==> src/rtl/mt_seq_pkg.sv <==
// mt_seq_pkg: shared state encoding, step record and sizing helper for mt_vector_sequencer (MT_SEQ_MASK_EN adds a per-step compare mask)
package mt_seq_pkg;

    localparam int MT_IN_BITS   = 30;
    localparam int MT_OUT_BITS  = 30;
    localparam int MT_HOLD_BITS = 16;

    typedef enum logic [2:0] {
        MT_IDLE,
        MT_APPLY,
        MT_HOLD,
        MT_WAIT,
        MT_FINISH
    } t_mt_seq_state;

    typedef struct packed {
        logic [MT_IN_BITS-1:0]   stim;
        logic [MT_OUT_BITS-1:0]  exp;
        logic [MT_HOLD_BITS-1:0] hold;
`ifdef MT_SEQ_MASK_EN
        logic [MT_OUT_BITS-1:0]  mask;
`endif
    } t_mt_step;

    // ceil(log2(n)); callers keep n >= 2 so every derived width is non-zero
    function automatic int f_log2_size(input int n);
        int r;
        r = 0;
        while ((1 << r) < n) r++;
        return r;
    endfunction

endpackage

==> src/rtl/mt_vector_sequencer_if.sv <==
// mt_vector_sequencer_if: register-side bus (table writes, run control, status); wr_mask_i exists only with MT_SEQ_MASK_EN
interface mt_vector_sequencer_if #(
    parameter int g_in_bits   = mt_seq_pkg::MT_IN_BITS,
    parameter int g_out_bits  = mt_seq_pkg::MT_OUT_BITS,
    parameter int g_max_steps = 16,
    parameter int g_hold_bits = mt_seq_pkg::MT_HOLD_BITS
) ();

    localparam int AW = mt_seq_pkg::f_log2_size(g_max_steps);

    logic                   wr_en_i;
    logic [AW-1:0]          wr_addr_i;
    logic [g_in_bits-1:0]   wr_stim_i;
    logic [g_out_bits-1:0]  wr_exp_i;
    logic [g_hold_bits-1:0] wr_hold_i;
`ifdef MT_SEQ_MASK_EN
    logic [g_out_bits-1:0]  wr_mask_i;
`endif
    logic [AW:0]            num_steps_i;
    logic                   start_i;
    logic                   abort_i;
    logic                   busy_o;
    logic                   done_o;
    logic                   pass_o;
    logic [AW-1:0]          fail_step_o;

    modport master (
        output wr_en_i, wr_addr_i, wr_stim_i, wr_exp_i, wr_hold_i,
`ifdef MT_SEQ_MASK_EN
        wr_mask_i,
`endif
        num_steps_i, start_i, abort_i,
        input  busy_o, done_o, pass_o, fail_step_o
    );

    modport slave (
        input  wr_en_i, wr_addr_i, wr_stim_i, wr_exp_i, wr_hold_i,
`ifdef MT_SEQ_MASK_EN
        wr_mask_i,
`endif
        num_steps_i, start_i, abort_i,
        output busy_o, done_o, pass_o, fail_step_o
    );

endinterface

==> src/rtl/mt_seq_step_ram.sv <==
// mt_seq_step_ram: step table, synchronous write and asynchronous read; contents are never reset
module mt_seq_step_ram
    import mt_seq_pkg::*;
#(
    parameter int g_max_steps = 16,
    parameter int g_addr_bits = f_log2_size(g_max_steps)
) (
    input  logic                   clk_i,
    input  logic                   we_i,
    input  logic [g_addr_bits-1:0] waddr_i,
    input  t_mt_step               wdata_i,
    input  logic [g_addr_bits-1:0] raddr_i,
    output t_mt_step               rdata_o
);

    t_mt_step mem_q [g_max_steps];

    // table write port; no reset so the program survives a mid-run reset
    always_ff @(posedge clk_i)
        if (we_i) mem_q[waddr_i] <= wdata_i;

    assign rdata_o = mem_q[raddr_i];

endmodule

==> src/rtl/mt_vector_sequencer.sv <==
// mt_vector_sequencer: plays a programmed table of stimulus/hold/expected steps into a test top and reports pass/fail (MT_SEQ_MASK_EN adds masked compare)
module mt_vector_sequencer
    import mt_seq_pkg::*;
#(
    parameter int g_in_bits   = MT_IN_BITS,
    parameter int g_out_bits  = MT_OUT_BITS,
    parameter int g_max_steps = 16,
    parameter int g_hold_bits = MT_HOLD_BITS,
    parameter int g_timeout   = 1024
) (
    input  logic                  clk_sys_i,
    input  logic                  rst_n_i,
    mt_vector_sequencer_if.slave  bus_if,
    output logic [g_in_bits-1:0]  input_vector_o,
    input  logic [g_out_bits-1:0] output_vector_i
);

    localparam int AW = f_log2_size(g_max_steps);
    localparam int TW = f_log2_size(g_timeout);
    localparam logic [AW:0]   MAX_STEPS = (AW+1)'(g_max_steps);
    localparam logic [TW-1:0] TMO_LAST  = TW'(g_timeout - 1);

    localparam logic [2:0] S_IDLE   = MT_IDLE;
    localparam logic [2:0] S_APPLY  = MT_APPLY;
    localparam logic [2:0] S_HOLD   = MT_HOLD;
    localparam logic [2:0] S_WAIT   = MT_WAIT;
    localparam logic [2:0] S_FINISH = MT_FINISH;

    logic [2:0]             state_q, state_d;
    logic [AW-1:0]          step_q, step_d;
    logic [AW-1:0]          fail_step_q, fail_step_d;
    logic [AW:0]            count_q, count_d;
    logic [g_hold_bits-1:0] hold_q, hold_d;
    logic [TW-1:0]          tmo_q, tmo_d;
    logic [g_in_bits-1:0]   vec_q, vec_d;
    logic [g_out_bits-1:0]  resp_q;
    logic                   pass_q, pass_d;
    logic [AW:0]            num_sat;
    logic                   busy, match, last, timeout;
    t_mt_step               wr_step, rd_step;

    // pack the bus write fields into one table record
    always_comb begin
        wr_step      = '0;
        wr_step.stim = bus_if.wr_stim_i;
        wr_step.exp  = bus_if.wr_exp_i;
        wr_step.hold = bus_if.wr_hold_i;
`ifdef MT_SEQ_MASK_EN
        wr_step.mask = bus_if.wr_mask_i;
`endif
    end

    mt_seq_step_ram #(
        .g_max_steps (g_max_steps),
        .g_addr_bits (AW)
    ) u_ram (
        .clk_i   (clk_sys_i),
        .we_i    (bus_if.wr_en_i & ~busy),
        .waddr_i (bus_if.wr_addr_i),
        .wdata_i (wr_step),
        .raddr_i (step_q),
        .rdata_o (rd_step)
    );

    assign busy    = (state_q == S_APPLY) || (state_q == S_HOLD) || (state_q == S_WAIT);
    assign num_sat = (bus_if.num_steps_i > MAX_STEPS) ? MAX_STEPS : bus_if.num_steps_i;
    assign last    = {1'b0, step_q} == (count_q - (AW+1)'(1));
    assign timeout = tmo_q == TMO_LAST;
`ifdef MT_SEQ_MASK_EN
    assign match   = (resp_q & rd_step.mask) == (rd_step.exp & rd_step.mask);
`else
    assign match   = resp_q == rd_step.exp;
`endif

    // sequencer next state: abort beats match, match beats timeout
    always_comb begin
        state_d     = state_q;
        step_d      = step_q;
        fail_step_d = fail_step_q;
        count_d     = count_q;
        hold_d      = hold_q;
        tmo_d       = tmo_q;
        vec_d       = vec_q;
        pass_d      = pass_q;
        if (state_q == S_IDLE) begin
            if (bus_if.start_i) begin
                count_d = num_sat;
                step_d  = '0;
                pass_d  = num_sat == '0;
                state_d = (num_sat == '0) ? S_FINISH : S_APPLY;
            end
        end else if (state_q == S_FINISH) begin
            state_d = S_IDLE;
        end else if (bus_if.abort_i) begin
            fail_step_d = step_q;
            pass_d      = 1'b0;
            state_d     = S_FINISH;
        end else if (state_q == S_APPLY) begin
            vec_d   = rd_step.stim;
            hold_d  = rd_step.hold;
            state_d = S_HOLD;
        end else if (state_q == S_HOLD) begin
            hold_d  = (hold_q == '0) ? '0 : hold_q - g_hold_bits'(1);
            tmo_d   = '0;
            state_d = (hold_d == '0) ? S_WAIT : S_HOLD;
        end else if (state_q == S_WAIT) begin
            if (match) begin
                step_d  = last ? step_q : step_q + AW'(1);
                pass_d  = last;
                state_d = last ? S_FINISH : S_APPLY;
            end else if (timeout) begin
                fail_step_d = step_q;
                pass_d      = 1'b0;
                state_d     = S_FINISH;
            end else begin
                tmo_d = tmo_q + TW'(1);
            end
        end else begin
            state_d = S_IDLE;
        end
    end

    // state, counters, outputs and the one-cycle response register
    always_ff @(posedge clk_sys_i or negedge rst_n_i)
        if (!rst_n_i) begin
            state_q     <= S_IDLE;
            step_q      <= '0;
            fail_step_q <= '0;
            count_q     <= '0;
            hold_q      <= '0;
            tmo_q       <= '0;
            vec_q       <= '0;
            resp_q      <= '0;
            pass_q      <= 1'b0;
        end else begin
            state_q     <= state_d;
            step_q      <= step_d;
            fail_step_q <= fail_step_d;
            count_q     <= count_d;
            hold_q      <= hold_d;
            tmo_q       <= tmo_d;
            vec_q       <= vec_d;
            resp_q      <= output_vector_i;
            pass_q      <= pass_d;
        end

    assign input_vector_o     = vec_q;
    assign bus_if.busy_o      = busy;
    assign bus_if.done_o      = state_q == S_FINISH;
    assign bus_if.pass_o      = pass_q;
    assign bus_if.fail_step_o = fail_step_q;

endmodule
==> src/flat_wrapper.sv <==
// flat-port wrapper written by rule: the top's interface ports become plain ports
module mt_vector_sequencer_flat import mt_seq_pkg::*;
#(
    parameter int g_in_bits   = MT_IN_BITS,
    parameter int g_out_bits  = MT_OUT_BITS,
    parameter int g_max_steps = 16,
    parameter int g_hold_bits = MT_HOLD_BITS,
    parameter int g_timeout   = 1024
)
  (clk_sys_i, rst_n_i, input_vector_o, output_vector_i, bus_if_wr_en_i, bus_if_wr_addr_i, bus_if_wr_stim_i, bus_if_wr_exp_i, bus_if_wr_hold_i, bus_if_num_steps_i, bus_if_start_i, bus_if_abort_i, bus_if_busy_o, bus_if_done_o, bus_if_pass_o, bus_if_fail_step_o);
  mt_vector_sequencer_if #(.g_in_bits(g_in_bits), .g_out_bits(g_out_bits), .g_max_steps(g_max_steps), .g_hold_bits(g_hold_bits)) bus_if_i ();
  input  logic clk_sys_i;
  input  logic rst_n_i;
  output logic [g_in_bits-1:0] input_vector_o;
  input  logic [g_out_bits-1:0] output_vector_i;
  input wire logic [$bits(bus_if_i.wr_en_i)-1:0] bus_if_wr_en_i;
  input wire logic [$bits(bus_if_i.wr_addr_i)-1:0] bus_if_wr_addr_i;
  input wire logic [$bits(bus_if_i.wr_stim_i)-1:0] bus_if_wr_stim_i;
  input wire logic [$bits(bus_if_i.wr_exp_i)-1:0] bus_if_wr_exp_i;
  input wire logic [$bits(bus_if_i.wr_hold_i)-1:0] bus_if_wr_hold_i;
  input wire logic [$bits(bus_if_i.num_steps_i)-1:0] bus_if_num_steps_i;
  input wire logic [$bits(bus_if_i.start_i)-1:0] bus_if_start_i;
  input wire logic [$bits(bus_if_i.abort_i)-1:0] bus_if_abort_i;
  output wire logic [$bits(bus_if_i.busy_o)-1:0] bus_if_busy_o;
  output wire logic [$bits(bus_if_i.done_o)-1:0] bus_if_done_o;
  output wire logic [$bits(bus_if_i.pass_o)-1:0] bus_if_pass_o;
  output wire logic [$bits(bus_if_i.fail_step_o)-1:0] bus_if_fail_step_o;
  assign bus_if_i.wr_en_i = bus_if_wr_en_i;
  assign bus_if_i.wr_addr_i = bus_if_wr_addr_i;
  assign bus_if_i.wr_stim_i = bus_if_wr_stim_i;
  assign bus_if_i.wr_exp_i = bus_if_wr_exp_i;
  assign bus_if_i.wr_hold_i = bus_if_wr_hold_i;
  assign bus_if_i.num_steps_i = bus_if_num_steps_i;
  assign bus_if_i.start_i = bus_if_start_i;
  assign bus_if_i.abort_i = bus_if_abort_i;
  assign bus_if_busy_o = bus_if_i.busy_o;
  assign bus_if_done_o = bus_if_i.done_o;
  assign bus_if_pass_o = bus_if_i.pass_o;
  assign bus_if_fail_step_o = bus_if_i.fail_step_o;
  mt_vector_sequencer #(.g_in_bits(g_in_bits), .g_out_bits(g_out_bits), .g_max_steps(g_max_steps), .g_hold_bits(g_hold_bits), .g_timeout(g_timeout)) u_core (.clk_sys_i(clk_sys_i), .rst_n_i(rst_n_i), .bus_if(bus_if_i), .input_vector_o(input_vector_o), .output_vector_i(output_vector_i));
endmodule
==> config.mk <==
export PLATFORM = sky130hd
export DESIGN_NAME = mt_vector_sequencer_flat
export DESIGN_NICKNAME = d
export VERILOG_FILES = /design/src/rtl/mt_seq_pkg.sv /design/src/rtl/mt_vector_sequencer_if.sv /design/src/rtl/mt_seq_step_ram.sv /design/src/rtl/mt_vector_sequencer.sv /design/src/flat_wrapper.sv
export SDC_FILE = /design/constraint.sdc
export NUM_CORES = 1
export LEC_CHECK = 0
export BUFFER_PORTS_ARGS = -buffer_cell sky130_fd_sc_hd__buf_2
export CAP_MARGIN = 0
export CORE_MARGIN = 8
export CORE_UTILIZATION = 62
export DETAILED_ROUTE_END_ITERATION = 8
export PLACE_DENSITY = 0.85
export SLEW_MARGIN = 20
export SYNTH_ARGS = -nofsm -noshare
export SYNTH_HDL_FRONTEND = slang
export SYNTH_SLANG_ARGS = --single-unit
==> constraint.sdc <==
create_clock -name clk_sys_i -period 10 [get_ports clk_sys_i]
set_input_delay 2 -clock clk_sys_i [delete_from_list [all_inputs] [get_ports clk_sys_i]]
set_output_delay 2 -clock clk_sys_i [all_outputs]
set_load 0.02 [all_outputs]
==> impl_metrics.json <==
{
  "status": "finished, final reports clean",
  "cap_violations": 0,
  "via_per_inst": 7.28,
  "synth.area.mux_share_pct": 16.7,
  "synthArstFlopShare_pct": 7.81,
  "gr-usage-all-layers_pct": 28.9,
  "drc": 0,
  "r2r_setup_slack_ns": 4.33,
  "grt_remaining_overflow": 0,
  "cp-end-kind": "flip-flop",
  "synthXorXnorAreaFrac_pct": 1.28,
  "wl_per_cell_um": 36.2,
  "area.sequential_mm2": 0.0391,
  "min_period_over_period_pct": 56.7,
  "grt_max_degree": 126,
  "fmax_mhz": 176,
  "num_rows": 105,
  "io_buffer_count": 156,
  "routed_wl_um": 136000,
  "fin_area_mm2": 0.0579,
  "hp-class": "reg -> reg",
  "ys_seq_area_share_pct": 76.0,
  "tightest_slew_ns": 1.19,
  "mappedNetlistArea_mm2": 0.0514,
  "setup_viol": 0,
  "ys_seq_elements": 1319,
  "synth_top_family_by_area": "multiplexers",
  "worstRegToRegCells": 10,
  "vias": 27400,
  "grt_pass1_vias": 28300,
  "ioPinCount": 157,
  "relSlewSlack_pct": 20.5,
  "core_mm2": 0.0821,
  "cts_max_path_buffers": 3,
  "drt-initial-drc-count": 4187,
  "path_max_fanout": 54,
  "cts_tree": "built",
  "crit_start": "u_core.step_q[1]",
  "ys.flop_type": "edfxtp_1",
  "rsz0062_at_grt": "false",
  "synth_simple_gate_area_share_pct": 2.58,
  "timing.rr.start": "u_core.step_q[1]",
  "cp.arrival_ns": 6.26,
  "initial_core_util_pct": 62.6,
  "ys_warn_count": 0,
  "synth_adder_area_share_pct": 0.0973,
  "fin_nets": 2702,
  "chipHeight_um": 304,
  "p_leak_nw": 18.4,
  "cp.required_ns": 10.58,
  "cts-resized-gates": 0,
  "crit_type": "reg -> reg",
  "p_per_area_mw_per_mm2": 216,
  "ys_types": 80,
  "yosysTopAreaCellShare_pct": 71.0,
  "n_fill_cell": 4373,
  "r2r_end": "u_core.state_q[0]",
  "numCtsBuffers": 130,
  "synth_most_common_cell": "edfxtp_1",
  "synthTopCellsByCount": "edfxtp_1 (1216), mux4_2 (332), dfrtp_1 (103)",
  "peakVddDrop_mv": 0.223,
  "start_kind": "flip-flop",
  "die_w_um": 304,
  "cts.clk_slew.worst_paths_ns": 0.07,
  "synth-edff-count": 1216,
  "p_total_w": 0.0125,
  "area_growth_pct": 12.5,
  "ant_nets": 0,
  "insertion_delay_ns": 0.73,
  "endpoint": "u_core.state_q[0]",
  "fin_crit_ns": 5.67,
  "syn_avg_cell_area_um2": 21.7,
  "synthTopCellsByArea": "edfxtp_1 (71%), mux4_2 (15%), dfrtp_1 (5.0%), mux2i_1 (1.5%), xnor2_1 (0.82%)",
  "placed_area_mm2": 0.0534,
  "hold_viol_final": 0,
  "synth_compound_area_share_pct": 1.97,
  "cts_setup_buffers": 0,
  "root_buffer": "clkbuf_16",
  "dp_hpwl_um": 67400,
  "dr.pass1.iters": 6,
  "syn_inst": 2369,
  "synth_top_area_cell": "edfxtp_1",
  "syn-num-nets": 2493,
  "fp.dieArea_mm2": 0.0924,
  "antenna_found_initial": 23,
  "multi_input_area_mm2": 0.0118,
  "grt_pass1_wl_um": 195000,
  "clock-sinks": 1319,
  "htree_levels": 4,
  "drive_gt1_share_pct": 29.4,
  "finalClockSkew_ns": 0.0290,
  "setup_tns_ns": 0,
  "gp_congestion": 0.807,
  "holdBufCountCts": 0,
  "drv_slew": 0
}
[routing by layer]
layer / vias up / share of wire (%) / GRT usage [%]
met4: 22 / 4.3 / 13.1
met3: 489 / 12 / 7.43
li1: 10300 / - / -
met1: 14100 / 34 / 37.1
met2: 2436 / 50 / 47.0
met5: - / 0.17 / 0
[final cells by class]
class | count | area share [%]
flip-flops and latches | 1319 | 67.6
multi-input cells | 919 | 20.4
clock buffers | 159 | 6.02
well taps | 1070 | 2.31
repair buffers | 195 | 2.01
clock inverters | 78 | 1.53
inverters | 13 | 0.0930
diodes | 15 | 0.0649
[flip-flops by register name, indices dropped and copies added, names as in the netlist, 4 cells and up]
name	count
u_core.u_ram.mem_q	1216
u_core.input_vector_o	30
u_core.resp_q	30
u_core.hold_q	16
u_core.tmo_q	10
u_core.count_q	5
u_core.bus_if.fail_step_o	4
u_core.step_q	4
[logic make-up after synthesis]
| kind of cell | count (synthesis) |
|---|---|
| AOI/OAI and AO/OA | 150 |
| and+or+nand+nor | 249 |
| buffers and inverters | 131 |
| muxes | 441 |
| adders and majority gates | 4 |
| xor gates and xnor gates | 75 |
| DFF | 1319 |
[placed cells by master (no fill, tap or decap), types with 24 or more instances in the layout]
master and count:
mux2i_1 78, xor2_1 27, clkbuf_16 132, nand2_1 45, mux2_2 31, xnor2_1 48
mux4_2 332, dfrtp_1 99, o21ai_0 44, clkinv_1 24, nor3_1 24, buf_2 155
a21oi_1 27, buf_4 33, nor2_1 37, edfxtp_1 1216
[report_power, final]
part | internal [W] | switching, W | leakage [nW]
logic | 0.000330 | 0.000626 | 4.05
clock network | 0.00286 | 0.00220 | 2.11
registers | 0.00627 | 0.000194 | 12.2
[critical path, cell delays in order, from the launching register on]
cell	delay [ns]
dfrtp_4	0.98
buf_4	0.64
buf_4	0.64
mux4_2	0.42
xnor2_1	0.21
nand3_1	0.13
a2111oi_0	0.66
o221ai_1	0.34
nand4b_2	0.66
and3_1	0.36
o32a_1	0.40
[how the worst min path moves through the flow]
stage / from / to / slack, ns / cells past startpoint
after floorplan: u_core.tmo_q[4] / u_core.tmo_q[4] / 0.45 / 1
after global placement: u_core.tmo_q[4] / u_core.tmo_q[4] / 0.47 / 1
after detailed placement: u_core.tmo_q[4] / u_core.tmo_q[4] / 0.49 / 1
after CTS: u_core.tmo_q[4] / u_core.tmo_q[4] / 0.50 / 1
after global routing: u_core.input_vector_o[4] / u_core.input_vector_o[4] / 0.52 / 1
final: u_core.tmo_q[4] / u_core.tmo_q[4] / 0.50 / 1
[stage by stage]
stage / cells / utilization, % / worst slack, ns / hold slack [ns]
floorplan: 2369 / - / 1.64 / 0.451
global placement: 3512 / 65.0 / 4.96 / 0.470
detailed placement: 3514 / 65.0 / 4.68 / 0.489
CTS: 3751 / 70.3 / 4.51 / 0.499
global route: 3757 / 70.4 / 4.26 / 0.524
finish: 3768 / 70.5 / 4.33 / 0.499
Power figures use the tool's default switching activity.
